--- src/rtl/count_call_arbiter.sv ---
// count_call_arbiter: round-robin scheduler sharing one `count` HLS component
// among NUM_REQ requesters. One call is in flight at a time.
//
// Ports:
//   clock, resetn          single rising-edge clock, synchronous active-low reset
//   req_valid/req_ready    per-requester call request; req_ready is a one-hot grant
//   rsp_valid/rsp_ready    per-requester result handshake; rsp_valid is one-hot
//   rsp_data               registered result, shared by all requesters
//   owner_id               index of the current or last granted requester
//   cnt_start/cnt_busy     component call interface (valid/stall)
//   cnt_done/cnt_stall     component return interface (valid/stall)
//   cnt_returndata         component result
//   call_count             completed response handshakes, wraps at 2^32
module count_call_arbiter #(
  parameter int unsigned NUM_REQ = 4,
  parameter int unsigned DATA_W  = 32,
  localparam int unsigned ID_W   = $clog2(NUM_REQ)
) (
  input  logic              clock,
  input  logic              resetn,
  input  logic [NUM_REQ-1:0] req_valid,
  output logic [NUM_REQ-1:0] req_ready,
  output logic [NUM_REQ-1:0] rsp_valid,
  input  logic [NUM_REQ-1:0] rsp_ready,
  output logic [DATA_W-1:0]  rsp_data,
  output logic [ID_W-1:0]    owner_id,
  output logic               cnt_start,
  input  logic               cnt_busy,
  input  logic               cnt_done,
  output logic               cnt_stall,
  input  logic [DATA_W-1:0]  cnt_returndata,
  output logic [31:0]        call_count
);

  typedef enum logic [1:0] {StIdle, StIssue, StWait, StResp} state_e;

  state_e              state_q, state_d;
  logic [ID_W-1:0]     last_grant_q, last_grant_d;
  logic [ID_W-1:0]     owner_q, owner_d;
  logic [DATA_W-1:0]   rsp_data_q, rsp_data_d;
  logic [31:0]         call_count_q, call_count_d;

  logic                grant_found;
  logic [ID_W-1:0]     grant_sel;
  int unsigned         scan_idx;

  // Round-robin pick: first pending request after the last granted index, with wrap.
  always_comb begin
    grant_found = 1'b0;
    grant_sel   = '0;
    scan_idx    = 0;
    for (int unsigned k = 1; k <= NUM_REQ; k++) begin
      scan_idx = (32'(last_grant_q) + k) % NUM_REQ;
      if (!grant_found && req_valid[ID_W'(scan_idx)]) begin
        grant_found = 1'b1;
        grant_sel   = ID_W'(scan_idx);
      end
    end
  end

  // State register. call_count_q is loaded every cycle so it always follows its next value.
  always_ff @(posedge clock) begin
    if (!resetn) begin
      state_q      <= StIdle;
      last_grant_q <= ID_W'(NUM_REQ - 1);
      owner_q      <= '0;
      rsp_data_q   <= '0;
      call_count_q <= '0;
    end else begin
      state_q      <= state_d;
      last_grant_q <= last_grant_d;
      owner_q      <= owner_d;
      rsp_data_q   <= rsp_data_d;
      call_count_q <= call_count_d;
    end
  end

  // Next-state logic.
  always_comb begin
    state_d      = state_q;
    last_grant_d = last_grant_q;
    owner_d      = owner_q;
    rsp_data_d   = rsp_data_q;
    call_count_d = call_count_q;
    unique case (state_q)
      StIdle: begin
        if (grant_found) begin
          owner_d = grant_sel;
          state_d = StIssue;
        end
      end
      StIssue: begin
        if (!cnt_busy) state_d = StWait;
      end
      StWait: begin
        if (cnt_done) begin
          rsp_data_d = cnt_returndata;
          state_d    = StResp;
        end
      end
      StResp: begin
        // Only the owner's ready bit completes the response.
        if (rsp_ready[owner_q]) begin
          last_grant_d = owner_q;
          call_count_d = call_count_q + 32'd1;
          state_d      = StIdle;
        end
      end
      default: state_d = StIdle;
    endcase
  end

  // Outputs: req_ready is the only path combinational from inputs.
  always_comb begin
    req_ready = '0;
    rsp_valid = '0;
    if (state_q == StIdle && grant_found) req_ready[grant_sel] = 1'b1;
    if (state_q == StResp) rsp_valid[owner_q] = 1'b1;
    cnt_start = (state_q == StIssue);
    cnt_stall = (state_q != StWait);
  end

  assign rsp_data   = rsp_data_q;
  assign owner_id   = owner_q;
  assign call_count = call_count_q;

endmodule

--- config.mk ---
export PLATFORM = sky130hd
export DESIGN_NAME = count_call_arbiter
export DESIGN_NICKNAME = d
export VERILOG_FILES = /design/src/rtl/count_call_arbiter.sv
export SDC_FILE = /design/constraint.sdc
export NUM_CORES = 1
export LEC_CHECK = 0
export CELL_PAD_IN_SITES_DETAIL_PLACEMENT = 1
export CELL_PAD_IN_SITES_GLOBAL_PLACEMENT = 2
export CORE_ASPECT_RATIO = 0.8
export CORE_UTILIZATION = 24
export DETAILED_ROUTE_END_ITERATION = 10
export PLACE_DENSITY_LB_ADDON = 0.1
export SLEW_MARGIN = 40
export SYNTH_ARGS = -nofsm -noshare
export SYNTH_HDL_FRONTEND = slang
export SYNTH_SLANG_ARGS = --single-unit
--- constraint.sdc ---
create_clock -name clock -period 2.2 [get_ports clock]
set_input_delay 0.66 -clock clock [delete_from_list [all_inputs] [get_ports clock]]
set_output_delay 0.66 -clock clock [all_outputs]
set_load 0.01 [all_outputs]
# Yosys cells after proc, flatten, opt, wreduce, memory -nomap -nowiden
# Cells that the tools add are included.
# W data, S select, Z words.
[op_classes]
n_lt_le_gt_ge = 8
eq_ne = 8
n_mux = 29
addsub = 5
n_reduce_logical = 14
[op_table]
columns = ["operator", "n"]
rows = [
  ["$add A32 B1 Y32 const B", 1],
  ["$lt A2 B3 Y1 const B", 6],
  ["$mux W2", 8],
  ["$mux W1", 11],
  ["$bmux W1 S2", 5],
  ["$ne A2 B2 Y1 const B", 5],
  ["$mux W4", 2],
  ["$pmux W2 S4", 1],
  ["$logic_and A1 B1 Y1", 6],
  ["$reduce_and A2 Y1", 3],
  ["$add A2 B1 Y2 const B", 2],
  ["$add A2 B2 Y2 const B", 2],
  ["$demux W1 S2", 2],
  ["$eq A2 B2 Y1 const B", 2],
  ["$ge A2 B1 Y1 const B", 2],
  ["$reduce_and A4 Y1", 1],
  ["$logic_not A1 Y1", 3],
  ["$eq A2 B1 Y1 const B", 1],
  ["$logic_not A2 Y1", 1],
]
[word_totals]
input_bits = 44
reg_bits = 70

# Longest topological paths before layout
[depth]
word_depth = 18
depth_mapped = 7

# Worst setup path after synthesis
# Ideal clock, no wire load.
[synth_path]
kind = "input to output"
from = "input req_valid[3]"
to = "output req_ready[0]"
arrival_time_ps = 1326
stages = 5
required_ps = 1540
setup_slack_ps = 214
path_cell_list = "mux2i_1 > nor2_1 > nor3_1 > nand2_1 > nor2_1"
[synth_between]
elab_chain_len = 17
word_cells_on_any_way = 29
classes_between = "order compare: 2; mux: 19; reduce/logical: 8"
[synth_lines]
columns = ["element", "line_no", "source"]
rows = [
  ["start, declared", "21", "input logic [NUM_REQ-1:0] req_valid,"],
  ["$bmux W1 S2", "54", "if (!grant_found && req_valid[ID_W'(scan_idx)]) begin"],
  ["$mux W1 (implied by the code)", "54", ""],
  ["$mux W1", "54", ""],
  ["$logic_not A1 Y1", "54", ""],
  ["$logic_and A1 B1 Y1", "54", ""],
  ["$mux W1", "54", ""],
  ["$logic_not A1 Y1", "54", ""],
  ["$logic_and A1 B1 Y1", "54", ""],
  ["$mux W1", "54", ""],
  ["$logic_not A1 Y1", "54", ""],
  ["$logic_and A1 B1 Y1", "54", ""],
  ["$mux W2", "54", ""],
  ["$lt A2 B3 Y1 (implied by the code) or $ge A2 B1 Y1 (tied branches)", "117", "if (state_q == StIdle && grant_found) req_ready[grant_sel] = 1'b1;"],
  ["$logic_and A1 B1 Y1 (implied by the code)", "117", ""],
  ["$mux W1 (implied by the code)", "117", ""],
  ["$demux W1 S2", "117", ""],
  ["$mux W4 (*)", "117", ""],
  ["end, declared", "22", "output logic [NUM_REQ-1:0] req_ready,"],
]
# Mark *: on every way between the ends. The rest lies on a longest branch, timed or not. The select of a mux whose other input is x is not followed.

# Final worst setup path
[layout_path]
from = "register last_grant_q[1]"
to = "output req_ready[3]"
[layout_between]
elab_chain_len = 18
word_cells_on_any_way = 33
classes_between = "add/sub: 4; order compare: 2; mux: 19; reduce/logical: 8"
[layout_lines]
columns = ["element", "line_no", "source"]
rows = [
  ["start, declared", "38", "logic [ID_W-1:0] last_grant_q, last_grant_d;"],
  ["start signal, assigned", "65", "last_grant_q <= ID_W'(NUM_REQ - 1);"],
  ["start signal, assigned", "71", "last_grant_q <= last_grant_d;"],
  ["$add A2 B1 Y2", "53", "scan_idx = (32'(last_grant_q) + k) % NUM_REQ;"],
  ["$bmux W1 S2", "54", ""],
  ["$mux W1 (implied by the code)", "54", ""],
  ["$mux W1", "54", ""],
  ["$logic_not A1 Y1", "54", ""],
  ["$logic_and A1 B1 Y1", "54", ""],
  ["$mux W1", "54", ""],
  ["$logic_not A1 Y1", "54", ""],
  ["[... 2 more ...]", "-", ""],
  ["$logic_not A1 Y1", "54", ""],
  ["$logic_and A1 B1 Y1", "54", ""],
  ["$mux W2", "54", ""],
  ["$lt A2 B3 Y1 (implied by the code) or $ge A2 B1 Y1 (tied branches)", "117", ""],
  ["$logic_and A1 B1 Y1 (implied by the code)", "117", ""],
  ["$mux W1 (implied by the code)", "117", ""],
  ["$demux W1 S2", "117", ""],
  ["$mux W4 (*)", "117", ""],
]
# Marked as above.

==> flow_summary.json <==
{
  "synth_top_area_cell": "sky130_fd_sc_hd__dfxtp_1",
  "die_width_um": 130,
  "post_synth.cell_area_avg_sq_um": 8.06,
  "grt_remaining_overflow": 0,
  "final_layout_size_suffix_gt1_frac": 0.150,
  "grt_start_max_net_pins": 58,
  "timing.critical_path.fanout_max": 4,
  "synth_xor_xnor_area_share": 0.0610,
  "run_status": "finished with violations",
  "peakVddDrop_v": 0.000339,
  "postSynthNetCount": 442,
  "count_of_buffers_from_port_buffering": 119,
  "worst_skew_pair.late_latency_ns": 0.34,
  "routabilityCongestion": 0.717,
  "hold_path_startpoint": "rsp_data[21]",
  "routed-via-count": 3279,
  "cts-buffers-inserted": 9,
  "initial_drt_pass_iterations": 5,
  "power_frac_clock": 0.377,
  "synthArstFlopShare": 0,
  "timing.fmax_ghz": 0.442,
  "design.final.nets": 581,
  "final_antenna_net_count": 0,
  "ys_seq_area_frac": 0.444,
  "yosysMostFrequentCell": "sky130_fd_sc_hd__nand2_1",
  "root_buffer": "sky130_fd_sc_hd__clkbuf_16",
  "post-route-worst-setup-slack_ns": -0.0607,
  "netlist_area_sq_um": 3160,
  "multi_input_comb_area_sq_um": 1740,
  "clock_sinks": 70,
  "critPathKind": "reg -> out",
  "slew_headroom": 0.681,
  "via_count_of_the_first_global_routing_pass": 3272,
  "power.density_cell_area_nw_per_um2": 751,
  "type_of_the_worst_min_delay_path": "reg -> reg",
  "detail_route.wirelength_um": 10700,
  "final_setup_skew_ns": 0.00805,
  "power.combinational.fraction": 0.253,
  "synth-compound-area-share": 0.112,
  "cts_buffer_depth": 2,
  "grt_setup_unrepaired": "true",
  "fin_setup_tns_ns": -0.184,
  "layout_worst_path_cycle_share": 1.03,
  "cp.required_ns": 1.54,
  "area.growth.synth_to_final_pct": 62.3,
  "simple_gate_area_share_of_the_yosys_netlist": 0.299,
  "synthDistinctLibCells": 43,
  "failing_checks": "negative setup slack",
  "cts_hold_repair.buffers": 0,
  "viasPerCell": 4.62,
  "timing.critical_path.arrival_ns": 1.60,
  "power.switching_uw": 1100,
  "total_leakage_power_uw": 0.00182,
  "wire_length_of_the_first_global_routing_pass_um": 17000,
  "fin_total_pwr_uw": 3850,
  "synth_commonest_cells": "sky130_fd_sc_hd__nand2_1, sky130_fd_sc_hd__dfxtp_1, sky130_fd_sc_hd__a21oi_1, sky130_fd_sc_hd__nor2_1",
  "chipHeight_um": 105,
  "floorplan.initialDensity": 0.245,
  "tightest_slew_ns": 0.478,
  "syn_inst": 392,
  "synth_top_family_by_area": "simple AND/OR/NAND/NOR gates",
  "finalMaxSlewViolations": 0,
  "cts.htree.levels": 3,
  "row_cnt": 37,
  "tritoncts": "done",
  "synth_top_cells_by_area": "sky130_fd_sc_hd__dfxtp_1, sky130_fd_sc_hd__nand2_1, sky130_fd_sc_hd__a21oi_1",
  "number_of_storage_elements_in_the_synthesis_netlist": 70,
  "setup_viol_count_final": 4,
  "clkTransAtPathRegs_ns": 0.06,
  "critPathCaptureType": "output pin",
  "final.fill_count": 1544,
  "synth-edff-count": 0,
  "drc": 0,
  "final-seq-area_sq_um": 1410,
  "floorplan_core_area_sq_um": 12900,
  "crit_start": "last_grant_q[1]",
  "num_io_pins": 120,
  "synth_largest_type_area_fraction": 0.444,
  "internal_power_uw": 2750,
  "maxCapViolations": 0,
  "report.final.hold_viol_count": 0,
  "setup_crit_start_kind": "flip-flop",
  "synth-main-ff-cell": "sky130_fd_sc_hd__dfxtp_1",
  "drt-wirelength-per-cell_um": 15.1,
  "initial_antenna_violation_count": 0,
  "sw_frac_of_total": 0.286,
  "r2r_start": "call_count[6]",
  "min_period_ns": 2.26,
  "layout.core_utilization": 0.399,
  "grtUsageTotal": 0.163,
  "initial_detailed_routing_violation_count": 141,
  "place_hpwl_um": 7560,
  "synth_fa_ha_area_frac": 0.0238,
  "post_synth_mux_area_share": 0.0230,
  "die_footprint_sq_um": 13600,
  "yosys_warn_count": 0,
  "seqPwrFrac": 0.370,
  "diodes": 0
}
-- kinds of logic (layout without fill, tap and decap cells) --
logic type | count (synthesis) | in the layout
xor gates and xnor gates | 22 | 22
buffers and inverters | 29 | 172
AOI/OAI and AO/OA | 64 | 64
and+or+nand+nor | 194 | 194
DFF | 70 | 70
adders and majority gates | 6 | 6
muxes | 7 | 7
-- stage by stage --
step,instance area (sq um),std cells,hold WS (ns),setup slack [ns]
after detailed placement,4720,691,0.448,-0.884
after CTS,5090,708,0.456,-0.0762
final,5130,710,0.453,-0.0607
after global routing,5130,710,0.475,-0.108
after floorplan,3160,392,0.481,0.214
after global placement,4720,691,0.442,-0.796
-- metal layers --
layer / up-vias / wire length (um) / GRT usage
li1: 1622 / - / -
met1: 1573 / 5010 / 0.212
met2: 74 / 4990 / 0.262
met3: 10 / 601 / 0.0405
met4: 0 / 128 / 0.0473
met5: - / 0 / 0
-- power by group through the flow --
stage	combinational (uW)	sequential [uW]	clock [uW]
floorplan	394	1460	0
global placement	918	1440	0
detailed placement	938	1440	0
CTS	956	1430	1510
global route	1080	1440	1550
finish	975	1430	1450
-- area by class of cell --
class	instances	share of cell area
clock buffers	11	0.0473
multi-input cells	293	0.338
flip-flops and latches	70	0.274
clock inverters	4	0.00927
well taps	175	0.0427
inverters	10	0.00732
repair buffers	147	0.281
-- repair_timing --
action / in CTS / in global routing
buffers inserted: 2 / 2
setup endpoints to repair: 10 / 6
pin swaps: 7 / 7
resized for setup: 63 / 8
-- worst max-delay path, cell delays in order, from the launching register on --
cell	delay, ns
sky130_fd_sc_hd__dfxtp_4	0.36
sky130_fd_sc_hd__buf_6	0.13
sky130_fd_sc_hd__nor3b_4	0.21
sky130_fd_sc_hd__nor3_2	0.08
sky130_fd_sc_hd__buf_4	0.14
sky130_fd_sc_hd__nand2b_4	0.14
sky130_fd_sc_hd__nor2_2	0.09
sky130_fd_sc_hd__buf_2	0.13
-- path summary, 6_finish.rpt --
kind | to | slack (ns) | cells past startpoint
max | req_ready[3] | -0.06 | 7
min | rsp_data[21] | 0.45 | 2
max reg2reg | call_count[19] | 0.30 | 5
min reg2reg | rsp_data[21] | 0.45 | 2
-- state kept, by name, indices dropped and copies added, names as in the netlist --
signal	flops
call_count	32
rsp_data	32
last_grant_q	2
owner_id	2
state_q	2
-- placed cells by master, fill, tap and decap left out, types with 9 or more instances in the layout --
cell type / count
sky130_fd_sc_hd__nand4_1: 17
sky130_fd_sc_hd__clkdlybuf4s50_1: 105
sky130_fd_sc_hd__nand3_1: 10
sky130_fd_sc_hd__nand2_1: 85
sky130_fd_sc_hd__clkbuf_16: 9
sky130_fd_sc_hd__inv_1: 9
sky130_fd_sc_hd__a21oi_1: 39
sky130_fd_sc_hd__o21ai_0: 9
sky130_fd_sc_hd__xnor2_1: 14
sky130_fd_sc_hd__buf_4: 23
sky130_fd_sc_hd__nor2_1: 33
sky130_fd_sc_hd__dfxtp_1: 67
No activity file was read; power rests on OpenSTA's default activity.
